===== src/rtl/ring_nic_pkg.sv =====
// ring_nic shared types: flit layout and header field offsets.
// Header lives in the low 16 bits of the 144-bit control word.
package ring_nic_pkg;

  localparam int FLIT_W    = 144;
  localparam int DEST_LSB  = 0;
  localparam int SRC_LSB   = 4;
  localparam int SEQ_LSB   = 8;
  localparam int VALID_BIT = 11;
  localparam int MSHR_LSB  = 12;

  typedef struct packed {
    logic [127:0] payload;
    logic [3:0]   mshr;
    logic         valid;
    logic [2:0]   seq;
    logic [3:0]   src;
    logic [3:0]   dest;
  } flit_t;

  // Stamp an outgoing flit with our address and sequence number.
  function automatic logic [FLIT_W-1:0] set_hdr(
    input logic [FLIT_W-1:0] f,
    input logic [3:0]        src,
    input logic [2:0]        seq
  );
    flit_t t;
    t       = flit_t'(f);
    t.src   = src;
    t.seq   = seq;
    t.valid = 1'b1;
    return t;
  endfunction

endpackage


===== src/rtl/ring_nic_flit_fifo.sv =====
// flit_fifo: power-of-two circular flit buffer.
// A push into a full FIFO is taken only if a pop frees a slot this cycle.
module flit_fifo #(
  parameter int WIDTH = 144,
  parameter int DEPTH = 4
) (
  input  logic                     clk,
  input  logic                     rst,
  input  logic                     push,
  input  logic                     pop,
  input  logic [WIDTH-1:0]         din,
  output logic                     full,
  output logic                     empty,
  output logic [$clog2(DEPTH):0]   count,
  output logic [WIDTH-1:0]         head
);

  localparam int AW = $clog2(DEPTH);
  localparam int CW = AW + 1;

  logic [WIDTH-1:0] r_mem [DEPTH];
  logic [AW-1:0]    r_wp;
  logic [AW-1:0]    r_rp;
  logic [CW-1:0]    r_cnt;
  logic             w_wr;
  logic             w_rd;

  assign full  = (r_cnt == CW'(DEPTH));
  assign empty = (r_cnt == '0);
  assign count = r_cnt;
  assign head  = r_mem[r_rp];
  assign w_rd  = pop && !empty;
  assign w_wr  = push && (!full || w_rd);

  // Storage array; contents only matter behind a valid count.
  always_ff @(posedge clk) begin
    if (w_wr) r_mem[r_wp] <= din;
  end

  // Pointers wrap naturally; count tracks occupancy.
  always_ff @(posedge clk or negedge rst) begin
    if (!rst) begin
      r_wp  <= '0;
      r_rp  <= '0;
      r_cnt <= '0;
    end else begin
      if (w_wr) r_wp <= r_wp + 1'b1;
      if (w_rd) r_rp <= r_rp + 1'b1;
      r_cnt <= r_cnt + CW'(w_wr) - CW'(w_rd);
    end
  end

endmodule


===== src/rtl/ring_nic.sv =====
// ring_nic: node interface to a bufferless ring router.
// Injection queue with header stamping; ejection queue with backpressure.
module ring_nic
  import ring_nic_pkg::*;
#(
  parameter logic [3:0] NODE_ID   = 4'd0,
  parameter int         INJ_DEPTH = 4,
  parameter int         EJ_DEPTH  = 4
) (
  input  logic              clk,
  input  logic              rst,
  input  logic [FLIT_W-1:0] tx_flit,
  input  logic              tx_valid,
  output logic              tx_ready,
  output logic [FLIT_W-1:0] inj,
  input  logic              accept,
  input  logic [FLIT_W-1:0] eject,
  input  logic              push,
  output logic              bfull,
  output logic [FLIT_W-1:0] rx_flit,
  output logic              rx_valid,
  input  logic              rx_ready,
  output logic [1:0]        err
);

  localparam int ICW = $clog2(INJ_DEPTH) + 1;
  localparam int ECW = $clog2(EJ_DEPTH) + 1;

  logic [2:0]        r_seq;
  logic              r_bfull;
  logic [1:0]        r_err;

  logic              w_inj_full;
  logic              w_inj_empty;
  logic [ICW-1:0]    w_inj_cnt;
  logic [FLIT_W-1:0] w_inj_head;
  logic [FLIT_W-1:0] w_inj_din;
  logic              w_enq;
  logic              w_deq;

  logic              w_ej_full;
  logic              w_ej_empty;
  logic [ECW-1:0]    w_ej_cnt;
  logic [FLIT_W-1:0] w_ej_head;
  logic              w_ej_pop;
  logic              w_ej_wr;
  logic              w_ej_ovf;
  logic              w_ej_mis;
  logic [ECW-1:0]    w_ej_next;

  assign tx_ready  = (w_inj_cnt < ICW'(INJ_DEPTH));
  assign w_enq     = tx_valid && !w_inj_full;
  assign w_deq     = accept && !w_inj_empty;
  assign w_inj_din = set_hdr(tx_flit, NODE_ID, r_seq);
  assign inj       = w_inj_empty ? '0 : w_inj_head;

  assign w_ej_pop  = rx_ready && !w_ej_empty;
  assign w_ej_wr   = push && (!w_ej_full || w_ej_pop);
  assign w_ej_ovf  = push && w_ej_full && !w_ej_pop;
  assign w_ej_mis  = push && (eject[DEST_LSB +: 4] != NODE_ID);
  assign w_ej_next = w_ej_cnt + ECW'(w_ej_wr) - ECW'(w_ej_pop);

  assign rx_valid  = !w_ej_empty;
  assign rx_flit   = w_ej_empty ? '0 : w_ej_head;
  assign bfull     = r_bfull;
  assign err       = r_err;

  flit_fifo #(
    .WIDTH (FLIT_W),
    .DEPTH (INJ_DEPTH)
  ) u_inj_fifo (
    .clk   (clk),
    .rst   (rst),
    .push  (w_enq),
    .pop   (w_deq),
    .din   (w_inj_din),
    .full  (w_inj_full),
    .empty (w_inj_empty),
    .count (w_inj_cnt),
    .head  (w_inj_head)
  );

  flit_fifo #(
    .WIDTH (FLIT_W),
    .DEPTH (EJ_DEPTH)
  ) u_ej_fifo (
    .clk   (clk),
    .rst   (rst),
    .push  (w_ej_wr),
    .pop   (w_ej_pop),
    .din   (eject),
    .full  (w_ej_full),
    .empty (w_ej_empty),
    .count (w_ej_cnt),
    .head  (w_ej_head)
  );

  // Sequence number advances once per accepted agent flit.
  always_ff @(posedge clk or negedge rst) begin
    if (!rst) r_seq <= '0;
    else if (w_enq) r_seq <= r_seq + 3'd1;
  end

  // Raise backpressure one slot early so an in-flight push still fits.
  always_ff @(posedge clk or negedge rst) begin
    if (!rst) r_bfull <= 1'b0;
    else r_bfull <= (w_ej_next >= ECW'(EJ_DEPTH - 1));
  end

  // Sticky overflow and misroute flags.
  always_ff @(posedge clk or negedge rst) begin
    if (!rst) begin
      r_err <= '0;
    end else begin
      if (w_ej_ovf) r_err[0] <= 1'b1;
      if (w_ej_mis) r_err[1] <= 1'b1;
    end
  end

endmodule


===== config.mk =====
export PLATFORM = sky130hd
export DESIGN_NAME = ring_nic
export DESIGN_NICKNAME = d
export VERILOG_FILES = /design/src/rtl/ring_nic_pkg.sv /design/src/rtl/ring_nic_flit_fifo.sv /design/src/rtl/ring_nic.sv
export SDC_FILE = /design/constraint.sdc
export NUM_CORES = 1
export LEC_CHECK = 0
export CORE_MARGIN = 2
export CORE_UTILIZATION = 40
export DETAILED_ROUTE_END_ITERATION = 12
export HOLD_SLACK_MARGIN = 0.1
export SLEW_MARGIN = 25
export SYNTH_ARGS = -nofsm -noshare
export SYNTH_HDL_FRONTEND = slang
export SYNTH_SLANG_ARGS = --single-unit

===== constraint.sdc =====
create_clock -name clk -period 6.8 [get_ports clk]
set_input_delay 1.02 -clock clk [delete_from_list [all_inputs] [get_ports clk]]
set_output_delay 1.02 -clock clk [all_outputs]
set_load 0.01 [all_outputs]

==> results of run 1 <==
-- through the flow --
stage                     std cells  area, µm²  total power, mW  setup WS, ns
after floorplan                1900      43800             15.1          1.52
after global placement         3810      51100             19.4          2.51
after detailed placement       3815      51300             19.5          2.74
after CTS                      4037      55200             26.1          2.02
after global routing           4042      55200             26.9          1.90
final                          4046      55300             25.6          2.21
-- Yosys cell counts (all sizes together) (2+ instances only) --
library cell / n / area, µm²
dfrtp: 20 / 500
mux4: 283 / 6370
ha: 15 / 188
or3: 2 / 12.5
buf: 65 / 414
xor2: 4 / 35.0
clkbuf: 36 / 135
o31a: 2 / 17.5
inv: 17 / 63.8
fa: 3 / 60.1
and2: 292 / 1830
xnor2: 9 / 78.8
mux2: 3 / 33.8
edfxtp: 1132 / 34000
nand2: 4 / 15.0
-- area by class of cell --
cell class	instances	area share [%]
Multi-Input combinational cell	630	15.8
Tap cell	1414	3.20
Sequential cell	1152	62.5
Timing Repair Buffer	604	11.3
Antenna cell	7	0.0317
Inverter	17	0.115
Clock inverter	76	1.51
Clock buffer	146	5.57
-- registers in the layout (all words and copies together), names as in the netlist --
name and count:
u_ej_fifo.count 3, u_inj_fifo.r_wp 2, err 2, bfull 1, u_inj_fifo.r_mem 556, u_ej_fifo.r_mem 576
r_seq 3, u_ej_fifo.r_rp 2, u_ej_fifo.r_wp 2, u_inj_fifo.count 3, u_inj_fifo.r_rp 2
-- path summary, 6_finish.rpt --
path                                                     start                            end  slack, ns  cells past startpoint
worst max-delay path            u_inj_fifo.r_rp[0]$_DFFE_PN0P_                        inj[12]       2.21                      4
worst min-delay path                        err[0]$_DFFE_PN0P_             err[0]$_DFFE_PN0P_       0.46                      1
worst max register to register   u_inj_fifo.count[2]$_DFF_PN0_  u_inj_fifo.count[2]$_DFF_PN0_       3.71                      9
worst min register to register              err[0]$_DFFE_PN0P_             err[0]$_DFFE_PN0P_       0.46                      1
max in group asynchronous                                  rst  u_ej_fifo.r_rp[0]$_DFFE_PN0P_       5.80                      2
min in group asynchronous                                  rst  u_inj_fifo.count[0]$_DFF_PN0_       0.71                      2
-- cells in the final DEF, fill, tap and decap left out, drive strengths merged, types with 2 or more instances in the layout --
cell	Yosys	final
inv	17	25
mux4	283	283
edfxtp	1132	1132
fa	3	3
conb	1	4
clkinvlp	0	5
ha	15	15
clkinv	0	48
bufinv	0	15
mux2	3	3
nand2	4	4
clkdlybuf4s50	0	574
dfrtp	20	20
buf	65	30
clkbuf	36	146
diode	0	7
or3	2	2
and2	292	292
xor2	4	4
o31a	2	2
xnor2	9	9
-- power breakdown --
part / internal [mW] / leakage (nW) / switching (mW)
combinational: 4.98 / 5.31 / 4.30
sequential: 9.39 / 10.6 / 0.493
clock: 3.79 / 1.91 / 2.67
-- metal layers --
layer  part of all wire (%)  track usage [%]  up-vias
met2                     48             26.8      641
met1                     38             20.4    10700
met4                    2.0             4.59       48
met3                     11             7.78      172
li1                       -                -     9034
met5                   0.35                0        -
-- worst reg2reg max path, stage by stage, from the launching register on --
cell and delay, ns:
dfrtp_1 0.42, or3_4 0.61, buf_6 0.37, and2_1 0.40, ha_1 0.28, inv_1 0.04, ha_1 0.18, fa_1 0.41
xnor2_1 0.18, xnor2_1 0.14
-- cells by family after synthesis --
| kind of cell | count (synthesis) | synth area share [%] |
|---|---|---|
| flops | 1152 | 78.7 |
| mux | 286 | 14.6 |
| compound gates | 6 | 0.114 |
| buf+inv | 118 | 1.40 |
| fa+ha+maj | 18 | 0.565 |
| other cells | 1 | 0.00856 |
| simple gates | 303 | 4.30 |
| xor+xnor | 13 | 0.260 |
==> impl_results.md, run 1 <==
- P_leak: 17.8 nW
- Drt via density: between 5 and 6
- Slowest CP cell: dfrtp_4
- Number of I/O port buffers: 574
- Hold Worst Slack: approximately 0.46 ns
- Initial DRT Pass Iterations: 5
- Fin crit share: about two thirds
- Post-cts sizing count: 0
- Hold Path Class: reg -> reg
- Starting Density: 40.3%
- Crit path buf inv count: 2
- Final WL: 95100 µm
- Worst Max-Slew Pin Slew: 0.980 ns
- Mapped Area: 43800 µm²
- DRT iter0 DRCs: 1243
- Fillers: 8683
- CTS Buf Count: 118
- Primary FF master, synth: edfxtp_1
- Critical path launch point type: flip-flop
- Unique masters post-synth: 29
- DR vias: 20600
- Area of the die: 112000 µm²
- Max-Slew Margin vs Limit: 34.7%
- Final setup fails: 0
- Setup Skew: 0.0221 ns
- Average routed wire per standard cell: 23.5 µm
- Multi-input gate area: around 9000 µm²
- Crit-path cells: buf_4 -> mux4_2 -> and2_1 -> clkdlybuf4s50_1
- Fin Setup TNS: 0 ns
- Post-route ant nets: 0
- Setup repair bufs after CTS: 0
- Clk root buf: clkbuf_16
- CTS tree: built
- Seq cells post-synth: about 1200
- Final Wtd Congestion: 0.745
- FF/Latch Area: between 30000 and 40000 µm²
- First-pass GRT wire length: 140000 µm
- Fin util: 50.8%
- I/O pin count: 587
- DRC viols: 0
- Die height: 335 µm
- Synth async-reset ratio: between 1.5 and 2%
- Layout cells sized above 1: 19.4%
- H-tree Lvls: 3
- Antenna violations before repair: 31
- Crit end category: primary output
- Unrepaired setup endpoints after global routing: false
- Outcome: finished clean
- Area added between synthesis and finish: 26.1%
- PwrDens: around 460 nW/µm²
- DP HPWL: approximately 56000 µm
- Setup CP Type: reg -> out
- YS warnings: 0
- CP Data Arrival Time: around 3.6 ns
- Nets: 2835
- Row Count: 121
- CP top delay family: buffers and inverters
- Worst-path fanout max: 33
- Final hold vios: 0
- Post-CTS Hold Buffers: 0
- Maximum root-to-sink buffer count: 3
- Die width: 335 µm
- Largest net degree at the start of global routing: 140
- Crit path required time: 5.78 ns
- Max-cap violations: 0
- Fmax: 0.218 GHz
- Max VDD drop: 0.277 mV
- Max Slew Vio Count: 0
- Seq/Total Area, Yosys: 78.7%
- Global Route Usage Sum: 16.7%
- Number of flops mapped to enable cells by yosys: between 1000 and 1500
- Core area: between 100000 and 150000 µm²
- Synthesized area per cell: 23.1 µm²
- Final Critical Period: 4.59 ns
- Clk_lat worst skew: between 0.7 and 0.8 ns
- Clock Sinks: about 1200
- Post-Synthesis Cells: 1897
- Worst path max stage delay: 0.80 ns
- Clock transition at the registers of the reported paths: 0.06 ns
- Grt total ovfl: 0
- Vias in the first global route: 21800
Note: power is estimated with default switching activity, not from simulation.
==> run 2, diff against run 1 <==
==> constraint.sdc (replaced) <==
create_clock -name clk -period 4.1 [get_ports clk]
set_input_delay 0.615 -clock clk [delete_from_list [all_inputs] [get_ports clk]]
set_output_delay 0.615 -clock clk [all_outputs]
set_load 0.01 [all_outputs]
==> run 2 against run 1 <==
  * Worst setup slack lost 1.9 ns
  * Via count is 0.67% higher
  * Final cell count increased by 0.69%
  * Register-to-register slack lost 2.4 ns
  * Global-route usage is 0.22 points higher
  * Clock skew shrank 0.0017 ns
  * Final area is 0.73% higher
  * Worst hold slack worse by 0.017 ns
  * First-iteration DRC count decreased by 16%
  * Critical endpoint is now inj[89]
  * Largest power group unchanged
==> impl_results.md, run 2 (synthesized netlist as in run 1, its figures left out) <==
- Global Route Usage Sum: 17.0%
- Max Slew Vio Count: 0
- Clk root buf: clkbuf_16
- Setup repair bufs after CTS: 0
- Starting Density: approximately two fifths
- Maximum root-to-sink buffer count: 3
- Post-route ant nets: 0
- DR vias: 20700
- Final hold vios: 0
- Clock Sinks: 1152
- Unrepaired setup endpoints after global routing: false
- Post-cts sizing count: 0
- Worst-path fanout max: 30
- Crit path required time: 3.48 ns
- Worst path max stage delay: 0.71 ns
- Layout cells sized above 1: roughly 20%
- Clk_lat worst skew: roughly 0.7 ns
- Crit path top cell by count: buf_12
- Die height: 335 µm
- I/O pin count: ~590
- Max-Slew Margin vs Limit: 37.2%
- Fin util: 51.2%
- DP HPWL: 60700 µm
- Post-CTS Hold Buffers: 0
- H-tree Lvls: 3
- CP top delay family: buffers and inverters
- Max-cap violations: 0
- Setup CP Type: reg -> out
- Crit path buf inv count: 3
- Antenna violations before repair: 32
- Final Critical Period: 3.80 ns
- PwrDens: 768 nW/µm²
- Critical path launch point type: flip-flop
- Area added between synthesis and finish: 27.0%
- Fin crit share: between 90% and 100%
- Area of the die: 112000 µm²
- Average routed wire per standard cell: 23.7 µm
- Row Count: 121
- First-pass GRT wire length: between 100000 and 150000 µm
- Max VDD drop: 0.501 mV
- Final WL: 96400 µm
- Max reg flops: 576
- Vias in the first global route: 22300
- DRT iter0 DRCs: just over 1000
- Drt via density: 5.09
- Worst Max-Slew Pin Slew: about 0.94 ns
- Setup Skew: 0.0204 ns
- Final Wtd Congestion: 0.762
- Most flops, register: u_ej_fifo.r_mem
- Slowest CP cell: dfrtp_4
- Commonest non-fill, non-tap cell in the layout: edfxtp_1
- Final setup fails: 0
- Initial DRT Pass Iterations: 5
- CTS Buf Count: around 120
- CP Data Arrival Time: 3.18 ns
- Die width: 335 µm
- Core area: 109000 µm²
- Nets: 2868
- P_leak: 18.0 nW
- Most frequent cells in the layout: 1132 x edfxtp_1, 574 x clkdlybuf4s50_1, 284 x and2_1, 283 x mux4_2, 118 x clkbuf_16
- Fmax: 0.263 GHz
- Number of I/O port buffers: between 500 and 600
- Biggest regs: u_ej_fifo.r_mem (576), u_inj_fifo.r_mem (556)
- Hold Path Class: in -> async
- Crit end category: primary output
- Largest net degree at the start of global routing: 73
- Fin Setup TNS: 0 ns
- Outcome: finished clean
- CTS tree: built
- Fillers: 8591
- Grt total ovfl: 0
- Crit-path cells: buf_12 -> buf_12 -> mux4_2 -> and2_1 -> clkdlybuf4s50_1
- DRC viols: 0
- Clock transition at the registers of the reported paths: 0.06 ns
run 2: worst paths after layout:
path,startpoint,endpoint,cells after the start,slack (ns)
worst max register to register,u_inj_fifo.count[2]$_DFF_PN0_,u_inj_fifo.count[2]$_DFF_PN0_,8,1.35
max in group asynchronous,rst,u_ej_fifo.r_rp[0]$_DFFE_PN0P_,1,2.98
worst max-delay path,u_inj_fifo.r_rp[0]$_DFFE_PN0P_,inj[89],5,0.30
worst min-delay path,rst,err[1]$_DFFE_PN0P_,1,0.44
worst min register to register,err[1]$_DFFE_PN0P_,err[1]$_DFFE_PN0P_,1,0.48
min in group clk,err[1]$_DFFE_PN0P_,err[1]$_DFFE_PN0P_,1,0.48
run 2: per-stage QoR:
stage	hold WS [ns]	total power [mW]	std cells	instance area [µm²]	worst slack [ns]
after detailed placement	0.466	32.9	3851	51800	0.887
after floorplan	0.319	24.8	1900	43800	0.828
after global placement	0.467	32.7	3851	51800	0.895
after global routing	0.457	44.8	4070	55600	0.0948
final	0.441	42.7	4074	55700	0.300
after CTS	0.409	43.5	4069	55600	0.153
run 2: layout make-up:
class                   count  area (µm²)  area share, %
flip-flops and latches   1152       34500           62.0
diodes                      5        12.5         0.0225
inverters                  17        63.8          0.115
well taps                1414        1770           3.18
multi-input cells         630        8750           15.7
clock inverters            73         763           1.37
clock buffers             145        3050           5.49
repair buffers            638        6740           12.1
run 2: power breakdown:
part           internal [mW]  switching [mW]
sequential              15.5           0.772
clock                   6.12            4.37
combinational           8.56            7.36
total                   30.2            12.5
run 2: layer usage:
layer,GRT usage [%],vias to the layer above,part of all wire [%]
met1,21.0,10800,40
li1,-,9099,-
met3,7.64,165,10
met2,27.1,626,48
met4,4.31,48,1.8
met5,0,-,0.32
run 2: worst reg2reg max path, delay by kind of cell (launching register included):
| kind | cells | cell delay, ns |
|---|---|---|
| xor gates and xnor gates | 2 | 0.32 |
| adders and majority gates | 3 | 0.88 |
| buffers and inverters | 1 | 0.04 |
| DFF | 1 | 0.42 |
| and+or+nand+nor | 2 | 1.03 |
==> run 3, diff against run 2 <==
--- a/config.mk
+++ b/config.mk
@@ -5,6 +5,8 @@
 export SDC_FILE = /design/constraint.sdc
 export NUM_CORES = 1
 export LEC_CHECK = 0
+export ABC_AREA = 1
+export CORE_ASPECT_RATIO = 0.6
 export CORE_MARGIN = 2
 export CORE_UTILIZATION = 40
 export DETAILED_ROUTE_END_ITERATION = 12
==> run 3 against run 2 <==
  * Final cell count is 69% higher
  * Area after synthesis grew 12%
  * Clock power down 5%
  * First-iteration DRC count increased by 120%
  * Power grew 5.3%
  * Synthesized cell count increased by 140%
  * Largest cell class unchanged
  * Largest power group is now combinational cells
==> impl_results.md, run 3 <==
- Max Slew Vio Count: 0
- Die height: 275 µm
- Max-cap violations: 0
- Layout cells sized above 1: 5.00%
- Area added between synthesis and finish: 23.4%
- Reg2reg path depth: 10
- Final hold vios: 0
- Fin crit share: roughly 94%
- CTS tree: built
- Biggest regs: u_ej_fifo.r_mem (576), u_inj_fifo.r_mem (556)
- P_leak: 25.7 nW
- Post-synth top area cell: edfxtp_1
- Average routed wire per standard cell: 18.4 µm
- Reg2reg start: u_inj_fifo.count[1]$_DFF_PN0_
- Grt total ovfl: 0
- CTS Buf Count: between 100 and 150
- Maximum root-to-sink buffer count: 3
- Slowest CP cell: dfrtp_4
- Number of flops mapped to enable cells by yosys: 1132
- Worst-path fanout max: 58
- WP depth: 5
- Clock Sinks: ~1200
- DRC viols: 0
- Core area: 122000 µm²
- Fin util: approximately half
- Final WL: between 100000 and 150000 µm
- Hold Path Class: in -> async
- CP Data Arrival Time: 3.24 ns
- Clk root buf: clkbuf_16
- Crit-path cells: inv_6 -> buf_12 -> nand3_1 -> a21oi_1 -> clkdlybuf4s50_1
- CP top delay family: buffers and inverters
- Number of I/O port buffers: approximately 570
- Die width: 456 µm
- Fin Setup TNS: 0 ns
- Vias in the first global route: slightly below 30000
- Synthesized area per cell: 10.6 µm²
- Worst Max-Slew Pin Slew: 0.997 ns
- Synth async-reset ratio: 1.74%
- Final Critical Period: approximately 3.9 ns
- Crit end category: primary output
- Post-Synthesis Cells: roughly 4600
- Mapped Area: 49000 µm²
- Setup CP Type: reg -> out
- Clk_lat worst skew: about 0.7 ns
- Setup repair bufs after CTS: 0
- Worst path max stage delay: 0.75 ns
- Most frequent cells in the layout: 1168 x nand2_1, 1163 x inv_1, 1132 x edfxtp_1, 574 x clkdlybuf4s50_1, 572 x nand3_1
- Most flops, register: u_ej_fifo.r_mem
- Unrepaired setup endpoints after global routing: false
- Post-synth top cells: 1168 x nand2_1, 1164 x inv_1, 1132 x edfxtp_1, 572 x nand3_1, 283 x a21oi_1
- Final Wtd Congestion: 0.787
- DR vias: approximately 32000
- PwrDens: 744 nW/µm²
- Max reg flops: 576
- Met3 WL post-DR: 5180 µm
- H-tree Lvls: 3
- Initial DRT Pass Iterations: 6
- WL met1: 54800 µm
- Drt via density: 4.62
- Post-cts sizing count: 0
- Outcome: finished clean
- Seq cells post-synth: between 1000 and 1500
- Clock transition at the registers of the reported paths: 0.07 ns
- Setup Skew: 0.0258 ns
- Crit path buf inv count: 3
- First-pass GRT wire length: around 190000 µm
- YS warnings: 0
- Fmax: roughly 0.26 GHz
- DRT iter0 DRCs: ~2300
- Share of the synthesized area in the top cell type: 69.4%
- Primary FF master, synth: edfxtp_1
- Max-Slew Margin vs Limit: 33.5%
- Row Count: 99
- Antenna violations before repair: 23
- Unique masters post-synth: 25
- Area of the die: 125000 µm²
- Post-CTS Hold Buffers: 0
- Hold Worst Slack: 0.301 ns
- Global Route Usage Sum: 19.8%
- Post-route ant nets: 0
- Largest cells by area after synthesis: edfxtp_1 69%, nand2_1 9.0%, inv_1 8.9%
- Crit path required time: roughly 3.5 ns
- Count leader, synth: nand2_1
- Highest metal used: met5
- Critical path launch point type: flip-flop
- Capturing point of the worst reg2reg path: u_inj_fifo.count[2]$_DFF_PN0_
- Final setup fails: 0
- Seq/Total Area, Yosys: a little over two thirds
- Register-to-register setup slack: 1.68 ns
- Largest net degree at the start of global routing: 162
- I/O pin count: 587
- Commonest non-fill, non-tap cell in the layout: nand2_1
- Max VDD drop: 0.704 mV
- DP HPWL: 77100 µm
- Nets: 5476
- Starting Density: 40.3%
- Metal2 WL: 62700 µm
## run 3: cell types whose count changed in the layout (fill, tap and decap cells not counted), sizes merged, moves of 4 or more
cell      change
clkbuf       -15
nand2      +1165
diode         +5
xnor2         -5
buf          +21
and2        -292
nand3       +572
clkinvlp      +4
mux4        -283
a21oi       +282
inv        +1151
bufinv        -5
nor2         +11
clkinv        +7
## run 3: where the power goes
| part | switching (mW) | leakage, nW | total (mW) | internal [mW] |
|---|---|---|---|---|
| clock | 4.42 | 1.71 | 10.0 | 5.61 |
| sequential | 0.623 | 10.6 | 16.0 | 15.4 |
| combinational | 11.4 | 13.4 | 19.0 | 7.53 |
## run 3: through the flow
stage	setup slack [ns]	power, mW	cell area (µm²)	std cells
after CTS	0.151	45.6	60400	6875
after floorplan	-1.05	25.8	49000	4613
after detailed placement	0.961	35.4	56900	6667
after global routing	0.0762	47.5	60500	6885
final	0.248	45.0	60500	6885
after global placement	0.944	35.2	56900	6667
## run 3: per-layer routing
layer | track usage, % | vias to the layer above
li1 | - | 15800
met1 | 26.0 | 15100
met2 | 33.3 | 655
met3 | 3.23 | 216
met4 | 7.12 | 18
met5 | 0 | -
## run 3: area by class of cell
class | instances | area, µm²
Clock inverter | 78 | 602
Inverter | 1169 | 4420
Tap cell | 1616 | 2020
Antenna cell | 10 | 25.0
Sequential cell | 1152 | 34500
Timing Repair Buffer | 659 | 6810
Multi-Input combinational cell | 2071 | 9140
Fill cell | 10700 | 61100
Clock buffer | 130 | 2930
## run 3: worst register-to-register path: stages (launching register included)
cell and delay, ns:
dfrtp_1 0.39, inv_1 0.13, nand3_1 0.14, nand2_1 0.47, inv_1 0.18, ha_1 0.26
fa_1 0.41, xnor2_1 0.19, inv_1 0.06, nand2_1 0.05, nand2_1 0.05
## run 3: logic make-up (layout without fill, tap and decap cells)
logic type                 after synthesis  after routing  share of synthesized area, %
buffers and inverters                 1390           2036                          11.1
AOI/OAI and AO/OA                      288            288                          2.96
adders and majority gates               18             18                         0.506
xor gates and xnor gates                 5              5                        0.0894
other                                    1             14                       0.00766
DFF                                   1152           1152                          70.4
and+or+nand+nor                       1756           1756                          15.0
## run 3: how the worst max path moves through the flow
| stage | start | end |
|---|---|---|
| detailed placement | u_inj_fifo.r_rp[1]$_DFFE_PN0P_ | inj[95] |
| floorplan | rx_ready | u_ej_fifo.r_mem[0][0]$_DFFE_PP_ |
| finish | u_inj_fifo.r_rp[1]$_DFFE_PN0P_ | inj[95] |
| global route | u_inj_fifo.r_rp[0]$_DFFE_PN0P_ | inj[83] |
| CTS | u_inj_fifo.r_rp[1]$_DFFE_PN0P_ | inj[95] |
| global placement | u_inj_fifo.r_rp[1]$_DFFE_PN0P_ | inj[95] |
